$ cat config.mk
export PLATFORM = sky130hd
export DESIGN_NAME = param_data_memory
export DESIGN_NICKNAME = d
export VERILOG_FILES = /design/src/rtl/dmem_pkg.sv /design/src/rtl/dmem_latency_counter.sv /design/src/rtl/param_data_memory.sv
export SDC_FILE = /design/constraint.sdc
export NUM_CORES = 2
export LEC_CHECK = 0
export CAP_MARGIN = 20
export CORE_MARGIN = 3
export CORE_UTILIZATION = 40
export DETAILED_ROUTE_END_ITERATION = 10
export GPL_TIMING_DRIVEN = 0
export PLACE_DENSITY_LB_ADDON = 0.15
export SLEW_MARGIN = 20
export SYNTH_ARGS = -nofsm -noshare
export SYNTH_HDL_FRONTEND = slang
export SYNTH_SLANG_ARGS = --single-unit
$ cat constraint.sdc
create_clock -name clock -period 5.9 [get_ports clock]
set_clock_uncertainty 0.2 [all_clocks]
set_input_delay 0.59 -clock clock [delete_from_list [all_inputs] [get_ports clock]]
set_output_delay 0.59 -clock clock [all_outputs]
set_load 0.02 [all_outputs]
$ cat src/rtl/dmem_pkg.sv
// Shared types and default sizing for the parametrised data memory.
package dmem_pkg;

  localparam int unsigned DMEM_DATA_WIDTH = 8;
  localparam int unsigned DMEM_ADDR_WIDTH = 8;
  localparam int unsigned DMEM_LATENCY    = 5;
  localparam int unsigned DMEM_CNT_WIDTH  = 8;

  typedef enum logic [1:0] {
    ST_IDLE,
    ST_ACCESS,
    ST_DONE
  } state_t;

  typedef enum logic {
    OP_READ,
    OP_WRITE
  } op_t;

endpackage

$ cat src/rtl/dmem_latency_counter.sv
// Loadable down-counter that saturates at zero; zero_c flags the final access cycle.
module dmem_latency_counter #(
  parameter int unsigned WIDTH = 8
) (
  input  logic             clock,
  input  logic             reset,
  input  logic             load,
  input  logic [WIDTH-1:0] load_value,
  input  logic             dec,
  output logic [WIDTH-1:0] count,
  output logic             zero_c
);

  assign zero_c = (count == '0);

  always_ff @(posedge clock or negedge reset) begin
    if (!reset) begin
      count <= '0;
    end else if (load) begin
      count <= load_value;
    end else if (dec && !zero_c) begin
      count <= count - WIDTH'(1);
    end
  end

endmodule

$ cat src/rtl/param_data_memory.sv
// Parametrised single-port data memory with request/busywait handshake and fixed latency.
// Optional DMEM_PARITY_EN stores an even-parity bit per word and reports parity_err on reads.
module param_data_memory
  import dmem_pkg::*;
#(
  parameter int unsigned DATA_WIDTH = DMEM_DATA_WIDTH,
  parameter int unsigned ADDR_WIDTH = DMEM_ADDR_WIDTH,
  parameter int unsigned LATENCY    = DMEM_LATENCY
) (
  input  logic                  clock,
  input  logic                  reset,
  input  logic                  read,
  input  logic                  write,
  input  logic [ADDR_WIDTH-1:0] address,
  input  logic [DATA_WIDTH-1:0] writedata,
`ifdef DMEM_PARITY_EN
  output logic                  parity_err,
`endif
  output logic [DATA_WIDTH-1:0] readdata,
  output logic                  busywait
);

  localparam int unsigned DEPTH     = 2 ** ADDR_WIDTH;
  localparam int unsigned CNT_WIDTH = DMEM_CNT_WIDTH;

  logic [DATA_WIDTH-1:0] mem [DEPTH];
`ifdef DMEM_PARITY_EN
  logic                  mem_parity [DEPTH];
`endif

  state_t                state;
  op_t                   op_q;
  logic [ADDR_WIDTH-1:0] addr_q;
  logic [DATA_WIDTH-1:0] data_q;
  logic [CNT_WIDTH-1:0]  cnt;
  logic                  cnt_zero;
  logic                  req_valid;
  logic                  accept;
  logic                  fire;

  // read and write together is not a request
  assign req_valid = read ^ write;
  assign accept    = (state == ST_IDLE) && req_valid;
  assign fire      = (state == ST_ACCESS) && cnt_zero;

  // Raised in the request cycle itself so the requester loses no cycle; forced low in reset.
  assign busywait  = reset && (accept || (state == ST_ACCESS));

  dmem_latency_counter #(
    .WIDTH (CNT_WIDTH)
  ) u_counter (
    .clock      (clock),
    .reset      (reset),
    .load       (accept),
    .load_value (CNT_WIDTH'(LATENCY - 1)),
    .dec        (state == ST_ACCESS),
    .count      (cnt),
    .zero_c     (cnt_zero)
  );

  // Control FSM, request latching and registered read data.
  always_ff @(posedge clock or negedge reset) begin
    if (!reset) begin
      state    <= ST_IDLE;
      op_q     <= OP_READ;
      addr_q   <= '0;
      data_q   <= '0;
      readdata <= '0;
`ifdef DMEM_PARITY_EN
      parity_err <= 1'b0;
`endif
    end else begin
      case (state)
        ST_IDLE: begin
          if (req_valid) begin
            state  <= ST_ACCESS;
            addr_q <= address;
            data_q <= writedata;
            op_q   <= write ? OP_WRITE : OP_READ;
          end
        end
        ST_ACCESS: begin
          if (cnt_zero) begin
            state <= ST_DONE;
            if (op_q == OP_READ) begin
              readdata <= mem[addr_q];
`ifdef DMEM_PARITY_EN
              parity_err <= (^mem[addr_q]) ^ mem_parity[addr_q];
`endif
            end
          end
        end
        ST_DONE:  state <= ST_IDLE;
        default:  state <= ST_IDLE;
      endcase
    end
  end

  // Storage: cleared on reset, so a write aborted by reset never lands.
  always_ff @(posedge clock or negedge reset) begin
    if (!reset) begin
      for (int unsigned i = 0; i < DEPTH; i++) begin
        mem[i] <= '0;
`ifdef DMEM_PARITY_EN
        mem_parity[i] <= 1'b0;
`endif
      end
    end else if (fire && (op_q == OP_WRITE)) begin
      mem[addr_q] <= data_q;
`ifdef DMEM_PARITY_EN
      mem_parity[addr_q] <= ^data_q;
`endif
    end
  end

  logic unused_cnt;
  assign unused_cnt = ^cnt;

endmodule

After elaboration in Yosys (flattened, before gate mapping)
Index checks and enable logic that the tools add are counted.
{"block": "totals", "wordCells": 297, "out_inout_bits": 9, "register_bits": 2083}
{"block": "classes", "mux": 12, "addsub": 1, "n_lt_le_gt_ge": 2, "n_reduce_logical": 14, "bitwise_logic": 3, "eq_ne": 3}
{"op": "2048-bit bitwise mux", "count": 1}
{"op": "8-bit binary-select mux with 8-bit select", "count": 1}
{"op": "8-bit demux with 8-bit select", "count": 1}
{"op": "8-bit two-way mux", "count": 5}
{"op": "9-bit greater-or-equal comparator, second input constant", "count": 1}
{"op": "9-bit by 1-bit less-than comparator with 1-bit output, second input constant", "count": 1}
{"op": "8-bit inverter with 9-bit output", "count": 1}
{"op": "8-bit logical NOT", "count": 1}
{"op": "8-bit by 1-bit subtractor with 8-bit output, second input constant", "count": 1}
{"op": "1-bit logical AND", "count": 6}
{"op": "2-bit two-way mux", "count": 2}
{"op": "2-bit != test, second input constant", "count": 2}
{"op": "2-bit one-hot mux with 2 select lines", "count": 1}
{"op": "2-bit AND reduction", "count": 2}
{"op": "3-bit AND reduction", "count": 1}
{"op": "2-bit by 1-bit == test with 1-bit output, second input constant", "count": 1}
{"op": "2-bit logical NOT", "count": 1}
{"op": "2-bit nonzero test", "count": 1}
{"op": "1-bit logical NOT", "count": 1}
{"op": "1-bit logical OR", "count": 1}
{"op": "1-bit two-way mux", "count": 1}
{"op": "1-bit inverter", "count": 1}
{"op": "1-bit XOR", "count": 1}

Longest topological paths before layout
{"block": "logic_depth", "ltp_word": 6, "mapped_depth": 14, "ltp_nobuf": 9}

Cells and area by module
Synthesis repeated with hierarchy kept, for this count alone.
{"block": "unflattened", "cells_unflattened": 6230, "hier_area_um2": 96152.2}
{"mod": "param_data_memory", "cells_each": 6172, "area_per_inst_um2": 95624.2, "instances": 1}
{"mod": "dmem_latency_counter", "cells_each": 58, "area_per_inst_um2": 528.0, "instances": 1}

Least setup slack after synthesis
OpenSTA, ideal clock, no wires.
{"block": "synth_path", "kind": "register to register", "from": "register u_counter.count[2]", "to": "register mem[1800] in the netlist's numbering", "arrival_time_ps": 2903, "stages_incl_launch_ff": 9, "n_path_buf": 1, "slack_ps": 2672, "setup_time_ps": 125, "required_time_ps": 5575, "path_cell_list": "dfrtp_1 -> or4_1 -> nor4_4 -> nand2_2 -> nor3b_2 -> nand3_2 -> buf_4 -> nor2_2 -> mux2_2"}
{"block": "synth_via", "elab_chain_cells": 3}
{"item": "start, declared", "line": "dmem_latency_counter.sv:10", "text": "output logic [WIDTH-1:0] count,"}
{"item": "start signal, assigned", "line": "dmem_latency_counter.sv:20", "text": "count <= load_value;"}
{"item": "start signal, assigned", "line": "dmem_latency_counter.sv:22", "text": "count <= count - WIDTH'(1);"}
{"item": "8-bit logical NOT", "line": "dmem_latency_counter.sv:14", "text": "assign zero_c = (count == '0);"}
{"item": "1-bit logical AND", "line": "param_data_memory.sv:44", "text": "assign fire = (state == ST_ACCESS) && cnt_zero;"}
{"item": "1-bit logical AND", "line": "param_data_memory.sv:108", "text": "end else if (fire && (op_q == OP_WRITE)) begin"}
{"item": "end signal, assigned by index", "line": "param_data_memory.sv:109", "text": "mem[addr_q] <= data_q;"}
{"item": "end, declared", "line": "param_data_memory.sv:26", "text": "logic [DATA_WIDTH-1:0] mem [DEPTH];"}
Every way passes these cells.
A chain may end at the register's enable or synchronous reset.

Worst setup path in the final report
{"block": "layout_path", "from": "register addr_q[1]", "to": "register mem[1568] in the netlist's numbering"}
{"block": "layout_via", "elab_chain_cells": 6, "word_cells_on_any_way": 7}
{"item": "start, declared", "line": "param_data_memory.sv:33", "text": "logic [ADDR_WIDTH-1:0] addr_q;"}
{"item": "start signal, assigned", "line": "param_data_memory.sv:77", "text": "addr_q <= address;"}
{"item": "8-bit inverter with 9-bit output (not written as such) (*)", "line": "param_data_memory.sv:109"}
{"item": "9-bit greater-or-equal comparator (not written as such) / 9-bit by 1-bit less-than comparator with 1-bit output (equally long branches)", "line": "param_data_memory.sv:109"}
{"item": "1-bit logical AND (not written as such)", "line": "param_data_memory.sv:109"}
{"item": "8-bit two-way mux (not written as such)", "line": "param_data_memory.sv:109"}
{"item": "8-bit demux with 8-bit select (*)", "line": "param_data_memory.sv:109"}
{"item": "2048-bit bitwise mux (*)", "line": "param_data_memory.sv:109"}
Every way passes the cells marked *; elsewhere a longest branch is shown, timed or not.

==> run metrics <==
Vias 62600; clock insertion delay at the later pin of the skew report 910 ps; delay-heaviest family, CP buffers and inverters; GRT busiest layer met2; DP Wirelength 300000 um; fmax 165 MHz; CP bufs+invs 6; failing checks setup timing; CP peak stage delay 860 ps; Worst EP required 6490 ps; worst slew pin tran 1350 ps; Initial Util 0.403; CP arrival 6650 ps; final RePlAce weighted congestion 1.03; Tcrit/Tclk final 1.03; ys async rst share 1.00; Wirelength per Cell 42.5 um; die height 493 um; setup TNS -4210 ps; M1 GR Usage 0.462; Post-synth EDFFs 0; Cells after DPL 9441; DRT iter0 DRCs 7705; net count after synthesis 6201; share of cells above drive strength 1 0.498; area after detailed placement 0.101 mm^2; die footprint 0.243 mm^2; PD cells 435 mW/mm^2; Sink Count 2083; commonest non-fill, non-tap cell in the layout dfrtp_1; CTS tree built; startpoint types register; CP max stage cell nor2_1; #FFs+latches synth 2083; first-pass GRT wire length 564000 um; prevailing post-synth register cell dfrtp_1; clock-pin slew on the worst setup and hold paths 60 ps; vias in the first global route 62400; Detail Route Antenna Nets 0; fin nets 6545; Max Transition Viols Final 0; worst setup margin -162 ps; Cells after Synth 6179; IO Count 29; DRT Pass-1 Iters 6; Layout area overhead 15.3%; routed vias/inst 6.33; routing usage on met2 0.487; Synth Cell Area 0.0950 mm^2; Hold Vio Cnt, Final 0; Worst IR Drop VDD 339 uV; Tmin final 6060 ps; status complete, but fails checks; RSZ-0062 raised after global routing false; Max Root-Sink Buffers 3; gr usage total 0.343; core region area 0.236 mm^2; most numerous cell on the critical path buf_2; Worst Hold Class primary input to asynchronous set/reset pin; pin count of the biggest net entering global routing 142; Tot Pwr 47700 uW; Mapped Avg Cell Area 15.4 um^2; # rows 178; Slew HR 0.100; max cap viols 0; Synthesis Warnings 0; total grt overflow 0; Design Area, Final 0.109 mm^2; setup violators final 44; final cell count without fillers 9902; CP max FO 10; most frequent cells in the layout dfrtp_1, mux2_2, mux4_2, clkbuf_1, clkbuf_16; H-tree levels 4; Netlist cell types 60; sequential area share after synthesis 0.549; worst setup path class register to register; Leakage 0.0514 uW; Num CTS Buffers 228; pre-CTS setup slack -1340 ps; routing usage on met3 0.103; PortBufs 28; clock root cell clkbuf_16; Chip Width 493 um; CP cell instances buf_2 > buf_2 > buf_2 > nand4_1 > nand2b_1 > clkbuf_1 > clkbuf_2 > buf_16 > nor2_1 > mux2_2; Residual DRC 0; Routed WL 421000 um; Worst Setup End Kind register; initial antenna violation count 34
[cell usage after synthesis (10+ instances only)]
cell,number,area [um^2]
dfrtp_1,2083,52100
mux2_2,1998,22500
mux4_2,467,10500
clkbuf_1,297,1110
mux2i_1,195,1950
nand2_1,182,683
nor2_2,132,826
buf_2,102,510
nor2_1,98,368
a22oi_1,62,465
o22ai_1,61,382
buf_1,58,218
mux2_1,57,642
nand3_1,52,260
nand2_2,34,213
a31oi_1,21,131
a21oi_1,18,90.1
o21ai_0,18,90.1
a32oi_1,16,140
nand2b_1,15,93.8
nor2b_1,15,93.8
nor3_1,15,75.1
o22a_1,14,123
a211oi_1,12,90.1
nand4_1,11,68.8
a221oi_1,10,87.6
and3_1,10,62.6
[routing by layer]
layer  wire length, um  up-vias
met4             31000        4
met1            172000    34700
met3             41000      950
met2            177000     3256
met5                25        -
li1                  -    23800
[state kept, by name, summed over array words and instances (netlist names)]
signal	flops
data_q	8
op_q	1
addr_q	8
readdata	8
u_counter.count	8
state	2
mem	2048
[where the power goes]
group          switching, uW  internal (uW)  leakage (uW)
Sequential               262          14400        0.0291
Combinational          13900           3790        0.0184
Clock                   6380           8840       0.00394
Total                  20600          27100        0.0514
[worst register-to-register path: cells and delay by family, from the launching register on]
kind	cells	cell delay [ps]
buffers and inverters	6	3060
DFF	1	310
muxes	1	430
and+or+nand+nor	3	1940
[area by class of cell]
class	instances	area [um^2]
fillers	20800	126000
clock buffers	341	6700
repair buffers	117	2220
inverters	6	22.5
well taps	3150	3940
multi-input cells	3624	41000
flip-flops and latches	2083	52100
clock inverters	94	1280
diodes	24	60.1
plain buffers	463	2120
[worst paths after layout]
check	from	end	slack, ps	cells after the start
max in group asynchronous	reset	mem[1096]	1920	8
min	reset	u_counter.count[3]	50	2
max reg2reg	addr_q[1]	mem[1568]	-160	10
min in group clock	writedata[0]	data_q[0]	70	3
max	addr_q[1]	mem[1568]	-160	10
min reg2reg	mem[1020]	mem[1020]	290	1
[cell families (layout without fill, tap and decap cells)]
logic type,Yosys count,in the layout,synth area share
fa+ha+maj,2,2,0.000263
mux,2717,2717,0.375
other cells,0,24,0
compound gates,285,285,0.0216
simple gates,613,613,0.0333
xor+xnor,7,7,0.000646
flops,2083,2083,0.549
buf+inv,472,1021,0.0204
[metrics by stage]
stage / hold WS [ps] / utilization
6_report: 54.1 / 0.465
5_1_grt: 61.4 / 0.464
4_1_cts: 15.9 / 0.464
3_5_place_dp: 277 / 0.430
3_3_place_gp: 268 / 0.421
2_1_floorplan: 94.4 / -
[what timing repair did]
item / CTS / global route
gates resized for setup: 40 / 5
buffers inserted: 0 / 0
endpoints found under the setup margin: 44 / 3
hold buffers: 2 / 0
hold endpoints to repair: 376 / 0
Note: power is estimated with default switching activity, not from simulation.
